### config.mk
export PLATFORM = sky130hd
export DESIGN_NAME = decode_issue_ctrl
export DESIGN_NICKNAME = d
export VERILOG_FILES = /design/src/rtl/pipe_ctrl_pkg.sv /design/src/rtl/issue_scoreboard.sv /design/src/rtl/decode_issue_ctrl.sv
export SDC_FILE = /design/constraint.sdc
export NUM_CORES = 1
export LEC_CHECK = 0
export CORE_ASPECT_RATIO = 0.6
export CORE_MARGIN = 4
export CORE_UTILIZATION = 45
export CTS_CLUSTER_DIAMETER = 150
export DETAILED_ROUTE_END_ITERATION = 8
export GPL_TIMING_DRIVEN = 0
export PLACE_DENSITY_LB_ADDON = 0.15
export SETUP_SLACK_MARGIN = 0.2
export SLEW_MARGIN = 30
export SYNTH_ARGS = -nofsm -noshare
export SYNTH_HDL_FRONTEND = slang
export SYNTH_HIERARCHICAL = 1
export SYNTH_SLANG_ARGS = --single-unit
### constraint.sdc
create_clock -name clk -period 3.1 [get_ports clk]
set_input_delay 0.465 -clock clk [delete_from_list [all_inputs] [get_ports clk]]
set_output_delay 0.465 -clock clk [all_outputs]
set_load 0.01 [all_outputs]
### src/rtl/pipe_ctrl_pkg.sv
// Shared definitions for the decode/execute issue controller.
// Contents: pipeline widths, opcode constants, the issue FSM state type,
// the held-instruction record and opcode classification helpers.
package pipe_ctrl_pkg;

  localparam int NREG   = 16;
  localparam int RA_W   = 4;
  localparam int OP_W   = 5;
  localparam int IMM_W  = 32;
  localparam int SCNT_W = 16;

  typedef logic [OP_W-1:0] op_t;
  typedef logic [RA_W-1:0] reg_t;

  localparam op_t OP_NOP = 5'b00000;
  localparam op_t OP_LDI = 5'b11001;
  localparam op_t OP_ST  = 5'b11011;

  typedef enum logic [1:0] {EMPTY, HELD, STALL} state_e;

  typedef struct packed {
    op_t              opcode;
    reg_t             dest;
    reg_t             s1;
    reg_t             s2;
    logic [IMM_W-1:0] imm;
  } instr_t;

  // Opcodes that write their dest register.
  function automatic logic is_wr(input op_t op);
    case (op) inside
      [5'b00001:5'b00110], [5'b01000:5'b01011],
      5'b11000, 5'b11001, 5'b11010, 5'b11100, 5'b11110: return 1'b1;
      default:                                          return 1'b0;
    endcase
  endfunction

  // Opcodes that read s1 and s2: every writer except load-immediate, plus store.
  function automatic logic reads_src(input op_t op);
    return (is_wr(op) && (op != OP_LDI)) || (op == OP_ST);
  endfunction

  // Store reads dest as its data register.
  function automatic logic reads_dest(input op_t op);
    return op == OP_ST;
  endfunction

endpackage

### src/rtl/issue_scoreboard.sv
// Pending-write scoreboard: one busy bit per architectural register.
// Ports: set_en_i/set_idx_i mark a register busy when a writer issues,
//        clr_en_i/clr_idx_i clear it on writeback (set wins on collision),
//        rd_idx_i[2:0] -> rd_busy_o[2:0] three hazard lookups,
//        busy_map_o the registered scoreboard.
// Macro ISSUE_BYPASS_EN: when defined, the lookups see this cycle's
// writeback clear; otherwise they see the registered map only.
module issue_scoreboard
  import pipe_ctrl_pkg::*;
(
  input  logic                 clk,
  input  logic                 rst_n,
  input  logic                 set_en_i,
  input  logic [RA_W-1:0]      set_idx_i,
  input  logic                 clr_en_i,
  input  logic [RA_W-1:0]      clr_idx_i,
  input  logic [2:0][RA_W-1:0] rd_idx_i,
  output logic [2:0]           rd_busy_o,
  output logic [NREG-1:0]      busy_map_o
);

  logic [NREG-1:0] busy_q, busy_d;
  logic [NREG-1:0] set_mask, clr_mask, view;

  // NOTE: every signal written here gets a default first, so no path leaves it unassigned (no latch).
  always_comb begin
    set_mask = '0;
    clr_mask = '0;
    if (set_en_i) set_mask[set_idx_i] = 1'b1;
    if (clr_en_i) clr_mask[clr_idx_i] = 1'b1;
    // Clearing a non-busy bit is harmless; set is applied last so it wins.
    busy_d = (busy_q & ~clr_mask) | set_mask;
  end

`ifdef ISSUE_BYPASS_EN
  assign view = busy_q & ~clr_mask;
`else
  assign view = busy_q;
`endif

  always_comb begin
    for (int i = 0; i < 3; i++) rd_busy_o[i] = view[rd_idx_i[i]];
  end

  // NOTE: the busy bits are real state that must start clean, so they sit on the async reset.
  always_ff @(posedge clk or negedge rst_n) begin
    if (!rst_n) busy_q <= '0;
    else        busy_q <= busy_d;
  end

  assign busy_map_o = busy_q;

endmodule

### src/rtl/decode_issue_ctrl.sv
// Issue controller between decode and execute. Holds one decoded
// instruction, stalls it while any register it reads (or writes) has a
// pending write in the scoreboard, and hands it to execute over
// out_valid/out_ready. Capture is zero-bubble: a new instruction is taken
// in the same cycle the held one issues.
// Ports: in_valid/in_ready + opcode_in/dest_in/s1_in/s2_in/imm_in from decode;
//        out_valid/out_ready + *_out to execute; wb_valid/wb_dest retire writes;
//        flush drops the held instruction; busy_map and stall_cnt observe state.
// Macro ISSUE_BYPASS_EN (in issue_scoreboard): writeback clear visible to
// the hazard check in the same cycle.
module decode_issue_ctrl
  import pipe_ctrl_pkg::*;
(
  input  logic              clk,
  input  logic              rst_n,
  input  logic              flush,
  input  logic              in_valid,
  output logic              in_ready,
  input  logic [OP_W-1:0]   opcode_in,
  input  logic [RA_W-1:0]   dest_in,
  input  logic [RA_W-1:0]   s1_in,
  input  logic [RA_W-1:0]   s2_in,
  input  logic [IMM_W-1:0]  imm_in,
  output logic              out_valid,
  input  logic              out_ready,
  output logic [OP_W-1:0]   opcode_out,
  output logic [RA_W-1:0]   dest_out,
  output logic [RA_W-1:0]   s1_out,
  output logic [RA_W-1:0]   s2_out,
  output logic [IMM_W-1:0]  imm_out,
  input  logic              wb_valid,
  input  logic [RA_W-1:0]   wb_dest,
  output logic [NREG-1:0]   busy_map,
  output logic [SCNT_W-1:0] stall_cnt
);

  state_e              state_q, state_d;
  instr_t              held_q, held_d;
  logic [SCNT_W-1:0]   stall_cnt_q, stall_cnt_d;
  logic [2:0][RA_W-1:0] rd_idx;
  logic [2:0]          rd_busy;
  logic                occupied, hazard, issue, capture;

  // Lookups: 0 = s1, 1 = s2, 2 = dest.
  assign rd_idx = {held_q.dest, held_q.s2, held_q.s1};

  issue_scoreboard u_sb (
    .clk        (clk),
    .rst_n      (rst_n),
    .set_en_i   (issue && is_wr(held_q.opcode)),
    .set_idx_i  (held_q.dest),
    .clr_en_i   (wb_valid),
    .clr_idx_i  (wb_dest),
    .rd_idx_i   (rd_idx),
    .rd_busy_o  (rd_busy),
    .busy_map_o (busy_map)
  );

  // Hazard is judged on the held copy every cycle, so a freshly captured
  // instruction already sees the busy bit set by the one that issued with it.
  assign occupied = (state_q != EMPTY);
  assign hazard   = (reads_src(held_q.opcode) && (rd_busy[0] || rd_busy[1])) ||
                    ((reads_dest(held_q.opcode) || is_wr(held_q.opcode)) && rd_busy[2]);
  assign out_valid = occupied && !hazard && !flush;
  assign issue     = out_valid && out_ready;
  assign in_ready  = !flush && ((state_q == EMPTY) || issue);
  assign capture   = in_valid && in_ready;

  always_comb begin
    state_d     = state_q;
    held_d      = held_q;
    stall_cnt_d = stall_cnt_q;
    if (occupied && hazard && (stall_cnt_q != '1)) stall_cnt_d = stall_cnt_q + 1'b1;
    if (flush) begin
      state_d = EMPTY;
    end else if (capture) begin
      // Entered as HELD; becomes STALL next cycle if its hazard check fails.
      state_d = HELD;
      held_d  = '{opcode: opcode_in, dest: dest_in, s1: s1_in, s2: s2_in, imm: imm_in};
    end else if (issue) begin
      state_d = EMPTY;
    end else if (occupied) begin
      state_d = hazard ? STALL : HELD;
    end
  end

  // NOTE: sequential state uses non-blocking assignments so all flops update together at the edge.
  always_ff @(posedge clk or negedge rst_n) begin
    if (!rst_n) begin
      state_q     <= EMPTY;
      held_q      <= '0;
      stall_cnt_q <= '0;
    end else begin
      state_q     <= state_d;
      held_q      <= held_d;
      stall_cnt_q <= stall_cnt_d;
    end
  end

  assign opcode_out = held_q.opcode;
  assign dest_out   = held_q.dest;
  assign s1_out     = held_q.s1;
  assign s2_out     = held_q.s2;
  assign imm_out    = held_q.imm;
  assign stall_cnt  = stall_cnt_q;

endmodule

; ---- After elaboration in Yosys (flattened, before gate mapping)
; Index checks and enable logic that the tools add are counted.
; Widths: inputs -> output; s select.
[classes]
add_sub_neg = 1
magnitude_cmp = 10
n_eq_ne = 8
mux = 18
bitwise = 4
n_reduce_logical = 27
[ops]
columns = operator, count
row1 = $mux 16, 2
row2 = $eq 5x5->1 const B, 6
row3 = $lt 4x5->1 const B, 4
row4 = $add 16x1->16 const B, 1
row5 = $and 16x16->16, 1
row6 = $ne 16x16->1 const B, 1
row7 = $not 16->16, 1
row8 = $or 16x16->16, 1
row9 = $logic_and 1x1->1, 15
row10 = $bmux 1 s4, 3
row11 = $mux 2, 5
row12 = $demux 1 s4, 2
row13 = $ge 4x1->1 const B, 2
row14 = $reduce_or 7->1, 1
row15 = $mux 1, 6
row16 = $ge 5x1->1 const B, 1
row17 = $ge 5x4->1 const B, 1
row18 = $le 5x3->1 const B, 1
row19 = $le 5x4->1 const B, 1
row20 = $logic_or 1x1->1, 5
row21 = $ne 5x5->1 const B, 1
row22 = $reduce_bool 4->1, 1
row23 = $logic_not 1->1, 2
row24 = $logic_not 2->1, 1
row25 = 3 further kinds, 3
[word_totals]
regBits = 83
in_bits = 59
output_inout_bits = 83

; ---- Logic depth before layout (Yosys ltp)
; Gate-level depths: netlist of run 1.
[depth]
ltp_word = 17
depth_mapped = 10

; ---- By module
; Netlist of run 1, hierarchy kept.
[modules_own_cells]
columns = mod, n_inst, cells_per_inst, area_each_um2
row1 = decode_issue_ctrl, 1, 204, 2872.8
row2 = issue_scoreboard, 1, 85, 1068.5

; ---- Worst setup path after synthesis of run 1
; No wires, ideal clock.
[synth_timing]
path_kind = reg2reg
start = register held_q (netlist bit dest_out[0])
end = register u_sb.busy_q[0] (netlist: u_sb/busy_map_o[0])
setup_ps = 83
t_arrival_ps = 3004
t_required_ps = 3017
setup_slack_ps = 13
path_stages_with_launch = 10
path_buffers = 0
period_less_slack_ps = 3087
path_cell_list = dfrtp_1 -> mux4_1 -> mux2i_1 -> mux2i_1 -> nor3_1 -> a2111oi_4 -> a211oi_1 -> and4b_1 -> or3b_2 -> o21ai_0
[synth_via]
elab_chain_cells = 11
elab_cells_between_ends = 16
classes_between = order compare: 2 / mux: 5 / bitwise: 1 / reduce/logical: 8
[synth_lines]
columns = element, line_no
row1 = "start, declared", decode_issue_ctrl.sv:38  ; instr_t held_q, held_d;
row2 = "start signal, assigned", decode_issue_ctrl.sv:95  ; held_q <= held_d;
row3 = $bmux 1 s4, issue_scoreboard.sv:42  ; for (int i = 0; i < 3; i++) rd_busy_o[i] = view[rd_idx_i[i]];
row4 = $mux 1 (not written as such), issue_scoreboard.sv:42
row5 = via rd_busy[2], decode_issue_ctrl.sv:41  ; logic [2:0] rd_busy;
row6 = $logic_and 1x1->1, decode_issue_ctrl.sv:63  ; ((reads_dest(held_q.opcode) || is_wr(held_q.opcode)) && rd_busy[2]);
row7 = $logic_or 1x1->1, decode_issue_ctrl.sv:62  ; assign hazard = (reads_src(held_q.opcode) && (rd_busy[0] || rd_busy[1])) ||
row8 = $logic_not 1->1, decode_issue_ctrl.sv:64  ; assign out_valid = occupied && !hazard && !flush;
row9 = $logic_and 1x1->1 (2 in a row), decode_issue_ctrl.sv:64
row10 = via out_valid, decode_issue_ctrl.sv:24  ; output logic out_valid,
row11 = $logic_and 1x1->1, decode_issue_ctrl.sv:65  ; assign issue = out_valid && out_ready;
row12 = $logic_and 1x1->1, decode_issue_ctrl.sv:50  ; .set_en_i (issue && is_wr(held_q.opcode)),
row13 = $mux 16, issue_scoreboard.sv:29  ; if (set_en_i) set_mask[set_idx_i] = 1'b1;
row14 = $or 16x16->16, issue_scoreboard.sv:32  ; busy_d = (busy_q & ~clr_mask) | set_mask;
row15 = via u_sb.busy_d[0], issue_scoreboard.sv:22  ; logic [NREG-1:0] busy_q, busy_d;
row16 = "end signal, assigned", issue_scoreboard.sv:48  ; else busy_q <= busy_d;
row17 = "end, declared", issue_scoreboard.sv:22
; The timed path passes the listed nets, and every way through them passes these cells. The select of a mux whose other input is x is not followed.
; A chain may end at the register's enable or synchronous reset.

; ---- Worst setup path in the final report of run 1
[layout_timing]
start = register held_q (netlist bit dest_out[0])
end = register held_q (netlist bit imm_out[29])
[layout_via]
elab_chain_cells = 12
[layout_lines]
columns = element, line_no
row1 = $bmux 1 s4, issue_scoreboard.sv:42
row2 = $mux 1 (not written as such), issue_scoreboard.sv:42
row3 = via rd_busy[2], decode_issue_ctrl.sv:41
row4 = $logic_and 1x1->1, decode_issue_ctrl.sv:63
row5 = $logic_or 1x1->1, decode_issue_ctrl.sv:62
row6 = $logic_not 1->1, decode_issue_ctrl.sv:64
row7 = $logic_and 1x1->1 (2 in a row), decode_issue_ctrl.sv:64
row8 = $logic_and 1x1->1, decode_issue_ctrl.sv:65
row9 = $logic_or 1x1->1, decode_issue_ctrl.sv:66  ; assign in_ready = !flush && ((state_q == EMPTY) || issue);
row10 = $logic_and 1x1->1, decode_issue_ctrl.sv:66
row11 = $logic_and 1x1->1, decode_issue_ctrl.sv:67  ; assign capture = in_valid && in_ready;
row12 = $reduce_and 2->1 (no source line), --
; The timed path passes the listed nets, and every way through them passes these cells. The select of a mux whose other input is x is not followed.

==> summary.txt, run 1 <==
Overflow after GRT -> 0
Clock transition at path regs -> 0.06 ns
Hold_ws -> 0.0462 ns
Final period utilization -> 0.962
Reg2reg setup slack -> 0.12 ns
Worst-path fanout max -> 10
Post-Syn Area -> 3940 um2
Vias in the first global route -> 3043
RSZ-0062 raised after global routing -> yes
Layout cells sized above 1 -> 0.239
Fmax -> 335 MHz
Commonest non-fill, non-tap cell in the layout -> clkdlybuf4s50_1
Die area -> 10400 um2
Maxcap violations -> 0
Clk sinks -> 83
Vias -> 3055
Crit-path slowest cell -> mux4_2
Synth Instances -> 289
Setup crit start kind -> register
I/O pins -> 142
# DRC -> 0
Post-route ant nets -> 0
Tmin final -> 2.98 ns
CTS tree -> built
Mean number of vias per cell -> 5.43
Avg WL per Cell -> 18.4 um
Initial Utilization -> 0.462
IO Port Bufs -> 141
Synth Register Bits -> 83
Die Y -> 80.5 um
Initial antenna violation count -> 0
CTS max path bufs -> 2
Worst path required time -> 3.31 ns
CTS Hold Bufs -> 0
Critical path type -> reg2reg
Max H-tree Level -> 3
Synth Net Count -> 349
Final WL -> 10.4 mm
Power density cells -> 581 nW/um2
FP Rows -> 26
Post-synthesis sequential area ratio -> 0.527
Outcome -> finished, final reports clean
Nets -> 506
Die width -> 129 um
Commonest non-fill, non-tap cells in the layout -> 138 x clkdlybuf4s50_1, 78 x dfrtp_1, 42 x mux2_2
Netlist cell types -> 35
Maximum vdd drop -> 0.000403 V
Arr. time, crit path -> 3.19 ns
Finished Layout Cells -> 563
Clock Latency Late Sink -> 0.33 ns
Ys Warns -> 6
Max Slew Vio Count -> 0
Hold crit path type -> in2async
Crit end category -> register
Num CTS Buffers -> 9
DP Cell Count -> 543
Detailed placement HPWL -> 7.74 mm
Fillers -> 643
Worst clock skew -> 0.00622 ns
Largest net degree at the start of global routing -> 44
Antenna cells -> 0
Area growth syn-to-layout -> 49.4%
DR iter-0 viols -> 177
Worst slew pin tran -> 0.885 ns
Worst-path cell chain -> mux4_2, mux2i_1, mux2i_1, buf_4, nor3_2, a2111oi_4, a21boi_2, o211a_1, buf_6, buf_6, mux2_4
Final hold vios -> 0
Mean Syn Cell Area -> 13.6 um2
Root buf cell -> clkbuf_16
Worst slew margin -> 0.405
First-pass GRT wire length -> 16.3 mm
Tot GR Track Use -> 0.204
Core box area -> 8520 um2
Final GP Congestion -> 0.834
Final setup viols -> 0
TritonRoute pass-1 iters -> 4
Pleak -> 0.00252 uW
CP max stage delay -> 0.52 ns
-- where the power goes --
part	leakage, uW	internal (uW)	switching, uW
sequential	0.00104	1250	183
clock	0.000141	646	401
combinational	0.00134	595	352
-- synthesized netlist by cell type --
library cell	count	area share
and4b_1	1	0.0025
or2_2	2	0.0032
a21boi_2	1	0.0029
o211a_1	3	0.0076
xnor2_1	1	0.0022
nand3_1	9	0.011
nor3b_1	1	0.0019
buf_2	3	0.0038
and3b_1	1	0.0022
xor2_1	12	0.027
ha_1	1	0.0032
mux4_1	12	0.080
nor4b_1	3	0.0067
mux2_4	10	0.038
nand4_1	1	0.0016
o21ai_0	33	0.042
a21oi_1	1	0.0013
dfrtp_1	83	0.53
mux2i_1	9	0.023
or3b_2	2	0.0044
nor4bb_1	1	0.0025
nor4_1	8	0.013
nand2_1	12	0.011
mux2_2	42	0.12
buf_6	3	0.0086
nand3b_1	4	0.0076
nand3b_2	1	0.0029
a2111oi_4	1	0.0070
nand2b_1	5	0.0079
a211oi_1	1	0.0019
nor2_1	11	0.010
nor4_2	1	0.0032
nor3_1	5	0.0063
and3_1	2	0.0032
inv_1	3	0.0029
-- worst max-delay path: cells and delay by family (launching register included) --
kind	cells	cell delay, ns
mux	4	1.13
compound gates	3	0.54
buf+inv	3	0.54
simple gates	1	0.19
flops	1	0.45
-- repair_timing --
action,4_1_cts,5_1_grt
pin swaps,5,6
resized for setup,21,20
endpoints found under the setup margin,58,76
buffers inserted,3,1
-- logic make-up (layout without fill, tap and decap cells) --
kind of cell,Yosys count,in the layout,share of synthesized area
DFF,83,83,0.527
muxes,73,73,0.261
and+or+nand+nor,70,70,0.102
AOI/OAI and AO/OA,40,40,0.0625
xor gates and xnor gates,13,13,0.0289
buffers and inverters,9,171,0.0152
adders and majority gates,1,1,0.00317
-- registers in the layout, indices dropped and copies added (netlist names) --
name,count
stall_cnt,16
opcode_out,5
u_sb/busy_map_o,16
s2_out,4
state_q,2
dest_out,4
s1_out,4
imm_out,32
-- stage by stage --
stage | setup TNS, ns | total power (uW) | util | instance area [um2] | setup slack, ns
floorplan | 0 | 1820 | - | 3950 | 0.235
global placement | -117.13 | 2340 | 0.646 | 5510 | -1.71
detailed placement | -0.402 | 2370 | 0.648 | 5530 | -0.113
CTS | 0 | 3440 | 0.685 | 5840 | 0.101
global route | -2.87 | 3580 | 0.691 | 5890 | -0.118
finish | 0 | 3420 | 0.691 | 5890 | 0.117
-- final cells by class --
class | instances | area (um2) | share of cell area
Inverter | 3 | 11.3 | 0.00191
Buffer | 6 | 51.3 | 0.00871
Tap cell | 112 | 140 | 0.0238
Sequential cell | 83 | 2080 | 0.354
Clock buffer | 14 | 254 | 0.0431
Clock inverter | 2 | 35.0 | 0.00595
Multi-Input combinational cell | 197 | 1860 | 0.316
Timing Repair Buffer | 146 | 1450 | 0.247
-- metal layers --
metal,vias up,wire length [um],part of all wire,GRT usage
li1,1396,-,-,-
met1,1505,4710,0.45,0.297
met2,143,4420,0.43,0.285
met3,11,1110,0.11,0.0771
met4,0,114,0.011,0.0535
met5,-,0,0,0
-- worst paths after layout --
kind,end,start,cells past startpoint
worst max-delay path,imm_out[29],dest_out[0],11
worst min-delay path,imm_out[29],rst_n,1
worst max register to register,imm_out[29],dest_out[0],11
worst min register to register,stall_cnt[4],stall_cnt[4],1
max in group asynchronous,s1_out[1],rst_n,2
min in group clk,stall_cnt[4],stall_cnt[4],1
Note: power is estimated with default switching activity, not from simulation.
==> run 2: changes to the inputs <==
--- a/config.mk
+++ b/config.mk
@@ -10,6 +10,7 @@
 export CORE_UTILIZATION = 45
 export CTS_CLUSTER_DIAMETER = 150
 export DETAILED_ROUTE_END_ITERATION = 8
+export DONT_BUFFER_PORTS = 1
 export GPL_TIMING_DRIVEN = 0
 export PLACE_DENSITY_LB_ADDON = 0.15
 export SETUP_SLACK_MARGIN = 0.2
==> run 2 against run 1 <==
Against the previous run: the run now ends with negative setup slack left; utilization fell by 16 points; design area fell by 23%; power fell by 9.8%; clock-buffer cell count fell by 2; critical path type unchanged; critical endpoint is now u_sb/busy_map_o[3]; highest routed layer is now met5.
==> summary.txt, run 2 (synthesized netlist as in run 1, its figures left out) <==
Outcome -> complete, but fails checks (was finished, final reports clean)
Violated checks -> negative setup slack
Antenna cells -> 0 (unchanged)
DR iter-0 viols -> 133 (was 177)
First-pass GRT wire length -> 14.6 mm (was 16.3 mm)
Maxcap violations -> 0 (unchanged)
Final setup viols -> 3 (was 0)
Num CTS Buffers -> 9 (unchanged)
Final period utilization -> 1.00 (was 0.962)
Final GP Congestion -> 0.804 (was 0.834)
Fmax -> 321 MHz (was 335 MHz)
Reg2Reg Depth -> 9 (was 11)
Fin Setup TNS -> -0.0275 ns (was 0 ns)
Die Y -> 80.5 um (unchanged)
Setup crit start kind -> register (unchanged)
Tmin final -> 3.11 ns (was 2.98 ns)
Overflow after GRT -> 0 (unchanged)
Max H-tree Level -> 3 (unchanged)
Avg WL per Cell -> 21.8 um (was 18.4 um)
Number of flip-flops in the largest register -> 32 (unchanged)
Commonest non-fill, non-tap cells in the layout -> 77 x dfrtp_1, 42 x mux2_2, 17 x o21ai_0 (was 138 x clkdlybuf4s50_1, 78 x dfrtp_1, 42 x mux2_2)
Largest net degree at the start of global routing -> 84 (was 44)
Hold_ws -> 0.0115 ns (was 0.0462 ns)
Mean number of vias per cell -> 5.98 (was 5.43)
Initial Utilization -> 0.462 (unchanged)
Clock transition at path regs -> 0.06 ns (about the same)
Vias -> 2537 (was 3055)
Core box area -> 8520 um2 (unchanged)
Worst slew pin tran -> 0.940 ns (was 0.885 ns)
Worst reg2reg path startpoint -> dest_out[1] (was dest_out[0])
FP Rows -> 26 (unchanged)
Worst path required time -> 3.36 ns (was 3.31 ns)
Final Instance Area -> 4550 um2 (was 5890 um2)
I/O pins -> 142 (unchanged)
Area growth syn-to-layout -> 15.4% (was 49.4%)
Power density cells -> 679 nW/um2 (was 581 nW/um2)
Critical register-to-register path endpoint -> u_sb/busy_map_o[3] (was imm_out[29])
Reg2reg setup slack -> -0.01 ns (was 0.12 ns)
Detailed placement HPWL -> 6.56 mm (was 7.74 mm)
Crit-path slowest cell -> mux4_2 (unchanged)
Buf+Inv Stages, Crit Path -> 0 (was 3)
Crit end category -> register (unchanged)
Nets -> 367 (was 506)
Commonest non-fill, non-tap cell in the layout -> dfrtp_1 (was clkdlybuf4s50_1)
Dpl cell area -> 4090 um2 (was 5530 um2)
Die area -> 10400 um2 (unchanged)
CP max stage delay -> 0.55 ns (was 0.52 ns)
CTS max path bufs -> 2 (unchanged)
TritonRoute pass-1 iters -> 4 (unchanged)
Worst-path cell chain -> mux4_2, mux2i_1, mux2i_1, nor4bb_1, nor2_2, a211oi_4, and4b_2, or3b_4, o21ai_2 (was mux4_2, mux2i_1, mux2i_1, buf_4, nor3_2, a2111oi_4, a21boi_2, o211a_1, buf_6, buf_6, mux2_4)
Final setup margin -> -0.0117 ns (was 0.117 ns)
Final WL -> 9.24 mm (was 10.4 mm)
Worst clock skew -> 0.00485 ns (was 0.00622 ns)
CTS tree -> built (unchanged)
Crit path max-delay family -> simple AND/OR/NAND/NOR gates (was multiplexers)
Final hold vios -> 0 (unchanged)
Worst-path fanout max -> 6 (was 10)
RSZ-0062 raised after global routing -> yes (unchanged)
Maximum vdd drop -> 0.000326 V (was 0.000403 V)
Fillers -> 723 (was 643)
Max Slew Vio Count -> 0 (unchanged)
Die width -> 129 um (unchanged)
Post-route ant nets -> 0 (unchanged)
Worst slew margin -> 0.368 (was 0.405)
Critical path type -> reg2reg (unchanged)
Initial antenna violation count -> 1 (was 0)
IO Port Bufs -> 0 (was 141)
Hold crit path type -> in2async (unchanged)
Tot GR Track Use -> 0.184 (was 0.204)
Pleak -> 0.00198 uW (was 0.00252 uW)
# DRC -> 0 (unchanged)
Arr. time, crit path -> 3.37 ns (was 3.19 ns)
Clk sinks -> 83 (unchanged)
Clock Latency Late Sink -> 0.33 ns (about the same)
Area of the multi-input gates -> 1850 um2 (was 1860 um2)
Register Area -> 2080 um2 (about the same)
Pre-CTS setup slack -> -0.331 ns (was -0.113 ns)
Root buf cell -> clkbuf_16 (unchanged)
Vias in the first global route -> 2555 (was 3043)
Cell mode on critical path -> mux2i_1
Layout cells sized above 1 -> 0.359 (was 0.239)
[run 2: cell types whose count changed in the layout (fill, tap and decap cells not counted), sizes merged]
cell and change:
clkdlybuf4s50 -138, clkbuf -3, buf -1, clkdlybuf4s18 +1, clkinv +2
[run 2: repair_timing]
| item | in CTS | in global routing |
|---|---|---|
| endpoints found under the hold margin | 83 | 0 |
| endpoints found under the setup margin | 68 | 74 |
| resized for setup | 27 | 22 |
| pin swaps | 7 | 7 |
| hold buffers | 1 | 0 |
| setup buffers | 3 | 3 |
[run 2: power by group]
part	internal (uW)	switching [uW]
Clock	667	411
Sequential	1250	296
Combinational	280	190
[run 2: cell type report]
type,instances,share of cell area
Clock inverter,4,0.0107
Inverter,3,0.00248
Clock buffer,12,0.0564
Tap cell,112,0.0308
Multi-Input combinational cell,197,0.406
Buffer,6,0.0165
Sequential cell,83,0.458
Timing Repair Buffer,7,0.0187
[run 2: worst max path at each step]
stage                      from  cells after the start  slack, ns            endpoint
floorplan           dest_out[0]                      9       0.23  u_sb/busy_map_o[0]
global placement    dest_out[0]                      9      -0.24  u_sb/busy_map_o[1]
detailed placement    s2_out[1]                      9      -0.33  u_sb/busy_map_o[3]
CTS                 dest_out[0]                      9      -0.05  u_sb/busy_map_o[3]
global route        dest_out[0]                      9      -0.13  u_sb/busy_map_o[0]
finish              dest_out[1]                      9      -0.01  u_sb/busy_map_o[3]
[run 2: per-stage QoR]
step           total power, uW   util  std cells
4_1_cts                   3090  0.522        421
3_3_place_gp              1940  0.480        401
5_1_grt                   3240  0.534        424
6_report                  3090  0.534        424
2_1_floorplan             1820      -        289
3_5_place_dp              1950  0.480        401
[run 2: metal layers]
| layer | wire [um] | track usage |
|---|---|---|
| met5 | 10 | 0 |
| met4 | 48 | 0.0409 |
| met1 | 4240 | 0.262 |
| met3 | 1030 | 0.0963 |
| met2 | 3920 | 0.245 |
[run 2: worst register-to-register path: stages (launching register included)]
cell	delay (ns)
dfrtp_2	0.49
mux4_2	0.55
mux2i_1	0.15
mux2i_1	0.14
nor4bb_1	0.36
nor2_2	0.13
a211oi_4	0.31
and4b_2	0.34
or3b_4	0.44
o21ai_2	0.13
